**src/rtl/washer_seq.sv**
```systemverilog
// Washing-machine program sequencer: fill/wash/drain cycles, optional dry,
// pause/resume, latched emergency alarm and a two-digit BCD countdown.
// Ports:
//   clk, rst                 clock and synchronous active-high reset
//   tick                     one-clk pulse per second; all timing advances on it
//   start, pause             one-clk pulses (start accepted in IDLE only)
//   emergency                level-sensitive stop, latched into ALARM
//   mode, cycles             program select and wash-cycle count (sampled at start)
//   inlet..fan               registered actuator enables
//   alarm, busy, done        status; done is a one-clk completion pulse
//   state, remain            current state code and seconds left in the program
//   bcd_hi, bcd_lo           tens/units of remain, saturated at 99
module washer_seq #(
    parameter int CNT_W   = 8,
    parameter int FILL_T  = 3,
    parameter int WASH_T  = 10,
    parameter int REV_T   = 2,
    parameter int DRAIN_T = 3,
    parameter int DRY_T   = 5,
    parameter int MAX_CYC = 3
) (
    input  logic             clk,
    input  logic             rst,
    input  logic             tick,
    input  logic             start,
    input  logic             pause,
    input  logic             emergency,
    input  logic [1:0]       mode,
    input  logic [2:0]       cycles,
    output logic             inlet,
    output logic             drain,
    output logic             dry,
    output logic             zheng,
    output logic             fan,
    output logic             alarm,
    output logic             busy,
    output logic             done,
    output logic [2:0]       state,
    output logic [CNT_W-1:0] remain,
    output logic [3:0]       bcd_hi,
    output logic [3:0]       bcd_lo
);

    typedef enum logic [2:0] {
        S_IDLE  = 3'd0,
        S_FILL  = 3'd1,
        S_WASH  = 3'd2,
        S_DRAIN = 3'd3,
        S_DRY   = 3'd4,
        S_PAUSE = 3'd5,
        S_ALARM = 3'd6
    } state_e;

    state_e           state_q, state_d;
    state_e           saved_q, saved_d;
    logic [CNT_W-1:0] phase_q, phase_d;
    logic [CNT_W-1:0] remain_q, remain_d;
    logic [CNT_W-1:0] rev_q, rev_d;
    logic [2:0]       cyc_q, cyc_d;
    logic             dir_q, dir_d;    // 0: zheng, 1: fan
    logic             full_q, full_d;  // program ends with DRY
    logic             done_q, done_d;
    logic             inlet_q, drain_q, dry_q, zheng_q, fan_q;
    logic             alarm_q, busy_q;
    logic [2:0]       c_eff;
    logic [31:0]      rem_sat;

    always_comb begin
        if (cycles == 3'd0)
            c_eff = 3'd1;
        else if (32'(cycles) > MAX_CYC)
            c_eff = 3'(MAX_CYC);
        else
            c_eff = cycles;
    end

    always_comb begin
        state_d  = state_q;
        saved_d  = saved_q;
        phase_d  = phase_q;
        remain_d = remain_q;
        rev_d    = rev_q;
        cyc_d    = cyc_q;
        dir_d    = dir_q;
        full_d   = full_q;
        done_d   = 1'b0;
        case (state_q)
            S_IDLE: begin
                if (start) begin
                    cyc_d  = c_eff;
                    full_d = (mode != 2'd1);
                    if (mode == 2'd2) begin
                        state_d  = S_DRY;
                        phase_d  = CNT_W'(DRY_T);
                        remain_d = CNT_W'(DRY_T);
                    end else begin
                        state_d  = S_FILL;
                        phase_d  = CNT_W'(FILL_T);
                        remain_d = CNT_W'(32'(c_eff) * (FILL_T + WASH_T + DRAIN_T)
                                   + ((mode != 2'd1) ? DRY_T : 0));
                    end
                end
            end
            S_FILL, S_WASH, S_DRAIN, S_DRY: begin
                if (emergency) begin
                    state_d = S_ALARM;
                end else if (pause) begin
                    saved_d = state_q;
                    state_d = S_PAUSE;
                end else if (tick) begin
                    remain_d = remain_q - CNT_W'(1);
                    phase_d  = phase_q - CNT_W'(1);
                    // drum reverses every REV_T ticks while washing
                    if (state_q == S_WASH) begin
                        if (rev_q == CNT_W'(1)) begin
                            dir_d = ~dir_q;
                            rev_d = CNT_W'(REV_T);
                        end else begin
                            rev_d = rev_q - CNT_W'(1);
                        end
                    end
                    if (phase_q == CNT_W'(1)) begin
                        if (state_q == S_FILL) begin
                            state_d = S_WASH;
                            phase_d = CNT_W'(WASH_T);
                            dir_d   = 1'b0;
                            rev_d   = CNT_W'(REV_T);
                        end else if (state_q == S_WASH) begin
                            state_d = S_DRAIN;
                            phase_d = CNT_W'(DRAIN_T);
                        end else if (state_q == S_DRAIN && cyc_q > 3'd1) begin
                            cyc_d   = cyc_q - 3'd1;
                            state_d = S_FILL;
                            phase_d = CNT_W'(FILL_T);
                        end else if (state_q == S_DRAIN && full_q) begin
                            state_d = S_DRY;
                            phase_d = CNT_W'(DRY_T);
                        end else begin
                            state_d  = S_IDLE;
                            phase_d  = '0;
                            remain_d = '0;
                            done_d   = 1'b1;
                        end
                    end
                end
            end
            S_PAUSE: begin
                if (emergency)
                    state_d = S_ALARM;
                else if (pause)
                    state_d = saved_q;
            end
            S_ALARM: begin
                state_d = S_ALARM;
            end
            default: begin
                state_d = S_IDLE;
            end
        endcase
    end

    always_ff @(posedge clk) begin
        if (rst) begin
            state_q  <= S_IDLE;
            saved_q  <= S_IDLE;
            phase_q  <= '0;
            remain_q <= '0;
            rev_q    <= '0;
            cyc_q    <= '0;
            dir_q    <= 1'b0;
            full_q   <= 1'b0;
            done_q   <= 1'b0;
            inlet_q  <= 1'b0;
            drain_q  <= 1'b0;
            dry_q    <= 1'b0;
            zheng_q  <= 1'b0;
            fan_q    <= 1'b0;
            alarm_q  <= 1'b0;
            busy_q   <= 1'b0;
        end else begin
            state_q  <= state_d;
            saved_q  <= saved_d;
            phase_q  <= phase_d;
            remain_q <= remain_d;
            rev_q    <= rev_d;
            cyc_q    <= cyc_d;
            dir_q    <= dir_d;
            full_q   <= full_d;
            done_q   <= done_d;
            // actuators decoded from next state so they line up with state
            inlet_q  <= (state_d == S_FILL);
            drain_q  <= (state_d == S_DRAIN) || (state_d == S_ALARM);
            dry_q    <= (state_d == S_DRY);
            zheng_q  <= (state_d == S_WASH) && !dir_d;
            fan_q    <= (state_d == S_WASH) && dir_d;
            alarm_q  <= (state_d == S_ALARM);
            busy_q   <= (state_d != S_IDLE) && (state_d != S_ALARM);
        end
    end

    always_comb begin
        rem_sat = 32'(remain_q);
        if (rem_sat > 32'd99)
            rem_sat = 32'd99;
        bcd_hi = 4'(rem_sat / 32'd10);
        bcd_lo = 4'(rem_sat % 32'd10);
    end

    assign inlet  = inlet_q;
    assign drain  = drain_q;
    assign dry    = dry_q;
    assign zheng  = zheng_q;
    assign fan    = fan_q;
    assign alarm  = alarm_q;
    assign busy   = busy_q;
    assign done   = done_q;
    assign state  = state_q;
    assign remain = remain_q;

endmodule

```
**config.mk**
```make
export PLATFORM = sky130hd
export DESIGN_NAME = washer_seq
export DESIGN_NICKNAME = d
export VERILOG_FILES = /design/src/rtl/washer_seq.sv
export SDC_FILE = /design/constraint.sdc
export NUM_CORES = 1
export LEC_CHECK = 0
export CAP_MARGIN = 30
export CORE_MARGIN = 5
export CORE_UTILIZATION = 49
export CTS_CLUSTER_SIZE = 30
export DETAILED_ROUTE_END_ITERATION = 10
export PLACE_DENSITY_LB_ADDON = 0.15
export SETUP_SLACK_MARGIN = 0.1
export SLEW_MARGIN = 20
export SYNTH_ARGS = -nofsm -noshare
export SYNTH_HDL_FRONTEND = slang
export SYNTH_SLANG_ARGS = --single-unit
```
**constraint.sdc**
```tcl
create_clock -name clk -period 2.4 [get_ports clk]
set_clock_uncertainty 0.05 [all_clocks]
set_input_delay 0.48 -clock clk [delete_from_list [all_inputs] [get_ports clk]]
set_output_delay 0.48 -clock clk [all_outputs]
set_load 0.02 [all_outputs]
```
After elaboration in Yosys (flattened, before gate mapping) --
Index checks and enable logic that the tools add are counted.
Storage, ports and cells: word-level logic and storage cells 135, bits in registers 43, input port bits 11, output and inout bits 27
Cells by class: bitwise operators 6, mux-type cells 61, div/mod/pow operators 2, equal/unequal tests 24, order comparisons 3, reductions and logical operators 18, add/subtract/negate cells 5
Operator list (number):
- $mux 8 | 20
- $mux 3 | 27
- $div 32x4->32 const B | 1
- $mod 32x4->32 const B | 1
- $pmux 8 s2 | 2
- $sub 8x1->8 const B | 3
- $eq 8x1->1 const B | 2
- $ne 2x2->1 const B | 8
- $eq 3x3->1 const B | 5
- $eq 3x2->1 const B | 4
- $pmux 3 s4 | 1
- $mux 1 | 9
- $reduce_and 9->1 | 1
- $reduce_or 9->1 | 1
- $add 7x3->8 | 1
- $gt 8x7->1 const B | 1
- $eq 3x1->1 const B | 2
- $logic_not 3->1 | 2
- $not 1->1 | 6
- $pmux 3 s2 | 1
- $logic_and 1x1->1 | 5
- $reduce_and 5->1 | 1
- $mux 4 | 1
- $reduce_and 4->1 | 1
- 13 further kinds | 13

Longest topological paths before layout --
Gate-level depths: netlist (run 1).
depth in word-level cells 13, mapped depth 9, depth with buffers taken out 8

Worst setup path before layout (run 1) --
No wires, ideal clock.
path kind register -> output, start point register remain_q[6] (netlist: remain[6]), end point output port bcd_lo[2], cell stages (with the launch flop) 9, path buffers 1, data required time 1870 ps, data arrival time 2335 ps, path slack -465 ps, cells stage by stage dfxtp_1 -> clkbuf_1 -> mux2_2 -> o32a_1 -> nor2_1 -> inv_1 -> ha_1 -> a21boi_0 -> a31oi_1
Between the ends: longest elaborated chain between the ends 3
RTL lines:
- start, declared | line 57 | logic [CNT_W-1:0] remain_q, remain_d;
- start signal, assigned | line 184 | remain_q <= remain_d;
- $gt 8x7->1 | line 203 | if (rem_sat > 32'd99)
- $mux 8 (*) | line 203
- $mod 32x4->32 (*) | line 206 | bcd_lo = 4'(rem_sat % 32'd10);
- end, declared | line 41 | output logic [3:0] bcd_lo
Every way passes the cells marked *; elsewhere a longest branch is shown, timed or not.

Worst setup path in the final report (run 1) --
start point register remain_q[3] (netlist: remain[3]), end point output port bcd_lo[2]
The elaborated chain is that of the path after synthesis.

==> results of run 1 <==
==> synthesized netlist by cell type (all sizes together), types with 3 or more instances <==
master and instances:
nor2 52, dfxtp 43, nand2 25, clkbuf 16, inv 15, o21ai 15, a21oi 14, xnor2 12
nand3 9, ha 8, nor3 8, xor2 8, a211oi 7, a21o 7, a31oi 7, nand2b 7
nor2b 6, mux2i 5, nor4 5, or3 5, or3b 5, nor3b 4, a221oi 3, and2 3
and3 3, or2 3, or4 3
==> registers in the layout, indices dropped and copies added, names as in the netlist <==
name / count
phase_q: 8
remain: 8
rev_q: 8
cyc_q: 3
saved_q: 3
state: 3
alarm: 1
busy: 1
dir_q: 1
done: 1
drain: 1
dry: 1
fan: 1
full_q: 1
inlet: 1
zheng: 1
==> worst register-to-register path, stage by stage (launching register included) <==
cell and delay, ps:
dfxtp_1 330, inv_1 80, ha_1 150, or3b_2 500, o311a_1 370, a211oi_2 240, buf_4 180, xnor2_1 120
a21oi_2 60
==> worst max-delay path by stage <==
stage | from | to
2_1_floorplan | remain[3] | bcd_lo[2]
3_3_place_gp | remain[3] | bcd_lo[2]
3_5_place_dp | remain[3] | bcd_lo[2]
4_1_cts | remain[3] | bcd_lo[2]
5_1_grt | remain[3] | bcd_lo[2]
6_report | remain[3] | bcd_lo[2]
==> layout make-up <==
| type | instances | area [um2] | area share [%] |
|---|---|---|---|
| Clock buffer | 7 | 76.3 | 2.02 |
| Timing Repair Buffer | 94 | 806 | 21.4 |
| Inverter | 15 | 56.3 | 1.49 |
| Sequential cell | 43 | 875 | 23.2 |
| Tap cell | 70 | 87.6 | 2.32 |
| Clock inverter | 1 | 5.00 | 0.133 |
| Multi-Input combinational cell | 260 | 1870 | 49.5 |
==> routing by layer <==
metal	vias to the layer above	routed length, um
li1	1366	-
met1	1267	3220
met2	71	3520
met3	11	372
met4	0	90
met5	-	0
==> stage by stage <==
step                setup WS (ps)  hold slack, ps
global route                 -306             473
floorplan                    -197             399
finish                       -247             429
global placement             -476             409
CTS                          -259             428
detailed placement           -495             417
==> power by group <==
group	internal, uW	total, uW	switching (uW)
Sequential	945	1150	210
Clock	204	442	237
Combinational	2220	4660	2440
==> logic make-up after synthesis <==
logic type,synth area share [%]
muxes,2.32
adders and majority gates,4.17
buffers and inverters,4.83
AOI/OAI and AO/OA,20.5
DFF,32.6
and+or+nand+nor,29.0
xor gates and xnor gates,6.63
==> cell usage in the layout, fill, tap and decap left out, types with 4 or more instances in the layout <==
cell,n
buf_4,56
a211oi_1,6
nor2_1,51
xnor2_1,11
nor3_1,6
a21oi_2,4
nor2b_1,5
ha_1,7
buf_6,6
inv_1,11
dfxtp_1,36
o21ai_0,14
a21oi_1,10
dfxtp_2,5
inv_2,4
mux2i_1,5
a21o_1,7
nand3_1,7
clkbuf_8,5
nand2_1,23
xor2_1,8
nand2b_1,6
clkdlybuf4s50_1,26
a31oi_1,4
==> timing repair <==
item	in CTS	in global routing
buffers inserted	0	4
endpoints found under the setup margin	14	24
pin swaps	4	12
resized for setup	45	30
==> results.txt, run 1 <==
----------------------------------------------------
[Synthesis]
  Sequential-to-total area share from yosys stat ... 32.6%
  Proportion of netlist area held by the largest area contributor ... 32.6%
  Leading cell types by total area after synthesis ... dfxtp_1 (33%), nor2_1 (7.4%), xnor2_1 (4.0%)
  Post-Syn Instances ... 336
  Average instance area after synthesis ... 7.86 um2
  Count of flip-flops with a built-in enable after synthesis ... 0
  Most used flip-flop cell after synthesis ... dfxtp_1
  Ys Warns ... 0
  Share of async-settable or async-resettable flops after synthesis ... 0%
  Cell type contributing the most total cell area after synthesis ... dfxtp_1
  Netlist Area Pre-Place ... 2640 um2
  #FFs+latches synth ... 43
  Netlist cell types ... 59
  Number of nets produced by synthesis ... 355

[Critical path]
  Cell-by-cell trace of the critical path ... nand2b_4, mux2_4, o32a_1, nor2_4, inv_2, ha_4, a21boi_4, a31oi_4, buf_6
  Critical R2R Launch ... phase_q[1]
  Startpoint-to-endpoint class of the critical path ... flop to primary output
  CP startpoint kind ... flop
  CP Capture Type ... primary output
  Standard cell with the maximum stage delay on the critical path ... dfxtp_4
  Max FO, Critical Path ... 4
  Logic depth of the worst setup path including buffers ... 9
  Register-to-register path setup slack ... 200 ps
  Critical Path AT ... 2120 ps
  Endpoint of the most critical register-to-register path ... busy
  R2R depth ... 8
  Dominant delay contributor by cell family on the critical path ... compound AO/OA/AOI/OAI gates
  Data required, critical path ... 1870 ps
  Delay contributed by the slowest stage of the critical path ... 360 ps
  Critical path buffers and inverters ... 2

[Layout]
  Antenna diode count ... 0
  Fraction of layout cells with a size suffix above 1 ... 28.8%
  Area growth syn-to-layout ... 42.8%
  Final core occ ... 73.0%
  Final design instance area without fill ... 3770 um2
  Net count of the finished layout ... 438
  Filler Cell Count ... 395
  Finished Layout Cells ... 490

[Floorplanning]
  Core area ... 5170 um2
  Die Outline Area ... 6960 um2
  Cell Rows ... 26
  Number of placed I/O pins ... 38
  Height of the die ... 83.4 um
  Starting utilization of the core area ... 51.1%
  Horizontal extent of the die ... 83.4 um

[Pwr]
  Total power ... 6250 uW
  Pwr per Cell Area ... 1660 nW/um2
  IR drop worst, VDD ... 1110 uV
  Reported leakage power ... 0.00152 uW

[Clock tree]
  Source-to-sink clock delay at the later pin of the worst-skew pair ... 290 ps
  Clock root buffer master ... clkbuf_8
  Clock tree from TritonCTS ... built
  Total clock buffers created by CTS ... 5
  Count of hold buffers inserted by post-cts repair ... 0
  H-tree levels ... 2
  Number of sinks on the clock net ... 43
  Maximum number of buffers from clock root to sink ... 2
  Clock transition at the registers of the reported paths ... 80 ps

[Placed design]
  Placed wire-length estimate ... 5.11 mm
  Area of placed instances ... 3500 um2
  Count of buffers inserted at the top-level ports ... 37
  # placed instances ... 478
  Routability congestion estimate from global placement ... 0.852

[Global routing]
  Via count of the first global-routing pass ... 2,658
  Remaining global-route overflow ... 0
  Pin count of the biggest net entering global routing ... 26
  Grt met2 use ... 35.6%
  First-pass GRT wire length ... 12.2 mm
  Number of antenna violations at the first check in global routing ... 0
  Met3 routing resource usage after global routing ... 4.65%
  GRT Total Usage ... 20.4%
  Routing layer with the top usage in global route ... met2
  Met1 track demand over resource in global routing ... 25.1%

[Timing]
  Total negative slack for setup checks ... -585 ps
  Tightest Pin Transition ... 420 ps
  Total setup violations reported at the end of the flow ... 4
  Final critical-path required period ... 2650 ps
  Share of the clock period used by the worst path after layout ... 110%
  Peak Freq ... 378 MHz
  Number of hold violations in the final report ... 0
  Slew HR ... 71.3%
  Final setup slack of the worst path ... -247 ps
  RSZ-0062 raised after global routing ... yes
  Final Max Tran Viols ... 0

[Hold path]
  Origin of the worst min-delay path ... phase_q[1]
  Worst hold path cell count ... 2
  Endpoint of the worst hold path ... phase_q[1]
  Hold crit path type ... flop to flop

[Drt]
  Via density per instance ... 5.54
  Count of vias placed by the detailed router ... 2,715
  Number of routed nets with antenna violations ... 0
  Number of iterations in the first detailed-routing pass ... 4
  Final Routed Wirelength ... 7.20 mm
  Count of routing violations after the opening detailed-route iteration ... 140
  Post-DR wirelength/cell ... 14.7 um
  Detailed-route DRC error count ... 0

[Run status]
  Violated checks ... negative setup slack
  Result of the run ... finished, violations left

[Flow run]
  Max-Cap Viols ... 0

----------------------------------------------------
(Power assumes the default switching activity.)
==> inputs of run 2 (changes only) <==
--- a/config.mk
+++ b/config.mk
@@ -10,3 +10,2 @@
 export CORE_UTILIZATION = 49
-export CTS_CLUSTER_SIZE = 30
 export DETAILED_ROUTE_END_ITERATION = 10
--- a/constraint.sdc
+++ b/constraint.sdc
@@ -4,2 +4,2 @@
 set_output_delay 0.48 -clock clk [all_outputs]
-set_load 0.02 [all_outputs]
+set_load 0.1 [all_outputs]
==> results.txt, run 2 (synthesis gave the netlist of run 1 again) <==
----------------------------------------------------
[Clock tree]
  Clock tree from TritonCTS ... built (unchanged)
  Total clock buffers created by CTS ... 5 (unchanged)
  Count of hold buffers inserted by post-cts repair ... 0 (unchanged)
  H-tree levels ... 2 (unchanged)
  Number of sinks on the clock net ... 43 (unchanged)
  Clock transition at the registers of the reported paths ... 80 ps (about the same)
  Clock root buffer master ... clkbuf_8 (unchanged)
  Maximum number of buffers from clock root to sink ... 2 (unchanged)
  Source-to-sink clock delay at the later pin of the worst-skew pair ... 300 ps (was 290 ps)

[Global routing]
  Number of antenna violations at the first check in global routing ... 0 (unchanged)
  Pin count of the biggest net entering global routing ... 26 (unchanged)
  First-pass GRT wire length ... 12.2 mm (about the same)
  Remaining global-route overflow ... 0 (unchanged)
  GRT Total Usage ... 20.6% (was 20.4%)
  Via count of the first global-routing pass ... 2,606 (was 2,658)

[Drt]
  Count of vias placed by the detailed router ... 2,728 (was 2,715)
  Number of routed nets with antenna violations ... 0 (unchanged)
  Number of iterations in the first detailed-routing pass ... 4 (unchanged)
  Detailed-route DRC error count ... 0 (unchanged)
  Post-DR wirelength/cell ... 15.1 um (was 14.7 um)
  Via density per instance ... 5.68 (was 5.54)
  Count of routing violations after the opening detailed-route iteration ... 181 (was 140)
  Final Routed Wirelength ... 7.27 mm (was 7.20 mm)

[Critical path]
  Critical R2R Launch ... phase_q[2] (was phase_q[1])
  R2R depth ... 7 (was 8)
  CP startpoint kind ... flop (unchanged)
  CP Capture Type ... primary output (unchanged)
  Max FO, Critical Path ... 6 (was 4)
  Endpoint of the most critical register-to-register path ... drain (was busy)
  Register-to-register path setup slack ... 180 ps (was 200 ps)
  Critical Path AT ... 2240 ps (was 2120 ps)
  Startpoint-to-endpoint class of the critical path ... flop to primary output (unchanged)
  Data required, critical path ... 1870 ps (about the same)

[Timing]
  Final setup slack of the worst path ... -369 ps (was -247 ps)
  Hold_ws ... 446 ps (was 429 ps)
  RSZ-0062 raised after global routing ... yes (unchanged)
  Final Max Tran Viols ... 0 (unchanged)
  Slew HR ... 71.9% (was 71.3%)
  Final critical-path required period ... 2770 ps (was 2650 ps)
  Total setup violations reported at the end of the flow ... 4 (unchanged)
  Total negative slack for setup checks ... -1040 ps (was -585 ps)
  Share of the clock period used by the worst path after layout ... 115% (was 110%)
  Peak Freq ... 361 MHz (was 378 MHz)
  Tightest Pin Transition ... 411 ps (was 420 ps)
  Number of hold violations in the final report ... 0 (unchanged)

[Floorplanning]
  Core area ... 5170 um2 (unchanged)
  Starting utilization of the core area ... 51.1% (unchanged)
  Die Outline Area ... 6960 um2 (unchanged)
  Horizontal extent of the die ... 83.4 um (unchanged)
  Number of placed I/O pins ... 38 (unchanged)
  Height of the die ... 83.4 um (unchanged)
  Cell Rows ... 26 (unchanged)

[Layout]
  Multi-input combinational cell area ... 1880 um2 (was 1870 um2)
  Filler Cell Count ... 393 (was 395)
  Register cell area after layout ... 896 um2 (was 875 um2)
  Fraction of layout cells with a size suffix above 1 ... 32.9% (was 28.8%)
  Commonest cells after routing, fill and taps aside ... buf_4 (62), nor2_1 (48), dfxtp_1 (31), nand2_1 (24), o21ai_0 (13) (was buf_4 (56), nor2_1 (51), dfxtp_1 (36), clkdlybuf4s50_1 (26), nand2_1 (23))
  Final core occ ... 73.4% (was 73.0%)
  Most common cell after layout, fill and taps aside ... buf_4 (unchanged)
  Net count of the finished layout ... 428 (was 438)
  Area growth syn-to-layout ... 43.7% (was 42.8%)
  Antenna diode count ... 0 (unchanged)

[Placed design]
  Placed wire-length estimate ... 5.13 mm (was 5.11 mm)
  Routability congestion estimate from global placement ... 0.836 (was 0.852)
  Count of buffers inserted at the top-level ports ... 37 (unchanged)

[Flow run]
  Max-Cap Viols ... 0 (unchanged)

[Hold path]
  Origin of the worst min-delay path ... phase_q[1] (unchanged)
  Worst hold path cell count ... 2 (unchanged)
  Hold crit path type ... flop to flop (unchanged)
  Endpoint of the worst hold path ... phase_q[1] (unchanged)

[Run status]
  Result of the run ... finished, violations left (unchanged)
  Violated checks ... negative setup slack (unchanged)

----------------------------------------------------
## run 2: metal layers
layer | global-route usage [%] | up-vias | wire (um)
met4 | 4.39 | 0 | 127
met5 | 0 | - | 0
met2 | 36.4 | 87 | 3620
met1 | 26.3 | 1280 | 3190
met3 | 3.37 | 15 | 333
li1 | - | 1346 | -
## run 2: worst max path at each step
stage | startpoint | endpoint | slack [ps] | depth (start not counted)
floorplan | remain[3] | bcd_lo[2] | -700 | 9
global placement | tick | dry | -260 | 7
detailed placement | tick | dry | -250 | 7
CTS | remain[3] | bcd_lo[2] | -390 | 9
global route | remain[3] | bcd_lo[2] | -450 | 9
finish | remain[3] | bcd_lo[2] | -370 | 9
## run 2: layout make-up
type / count / area share (%)
timing repair buffer: 84 / 19.9
multi-input combinational: 260 / 49.4
inverter: 15 / 1.48
clock buffer: 7 / 2.57
clock inverter: 1 / 0.791
sequential: 43 / 23.6
tap: 70 / 2.31
## run 2: worst max-delay path: stages (launching register included)
cell and delay, ps:
dfxtp_4 370, nand2b_4 140, mux2_4 260, o32a_1 330, nor2_4 100, inv_2 50
ha_4 200, a21boi_4 140, a31oi_4 160, buf_12 190
## run 2: per-stage QoR
stage               area, um2  instances  setup slack, ps
detailed placement       3480        463             -253
finish                   3800        480             -369
global route             3800        480             -450
CTS                      3680        472             -387
floorplan                2820        336             -705
global placement         3480        463             -263
## run 2: what timing repair did
item,4_1_cts,5_1_grt
setup buffers,1,8
gates resized for setup,17,15
setup endpoints to repair,14,27
pin swaps,6,6
cloned,0,0
Power of run 2 is left out: the tool's default activity adds up to more than one toggle a clock period on the data nets, which glitch-free logic cannot reach.
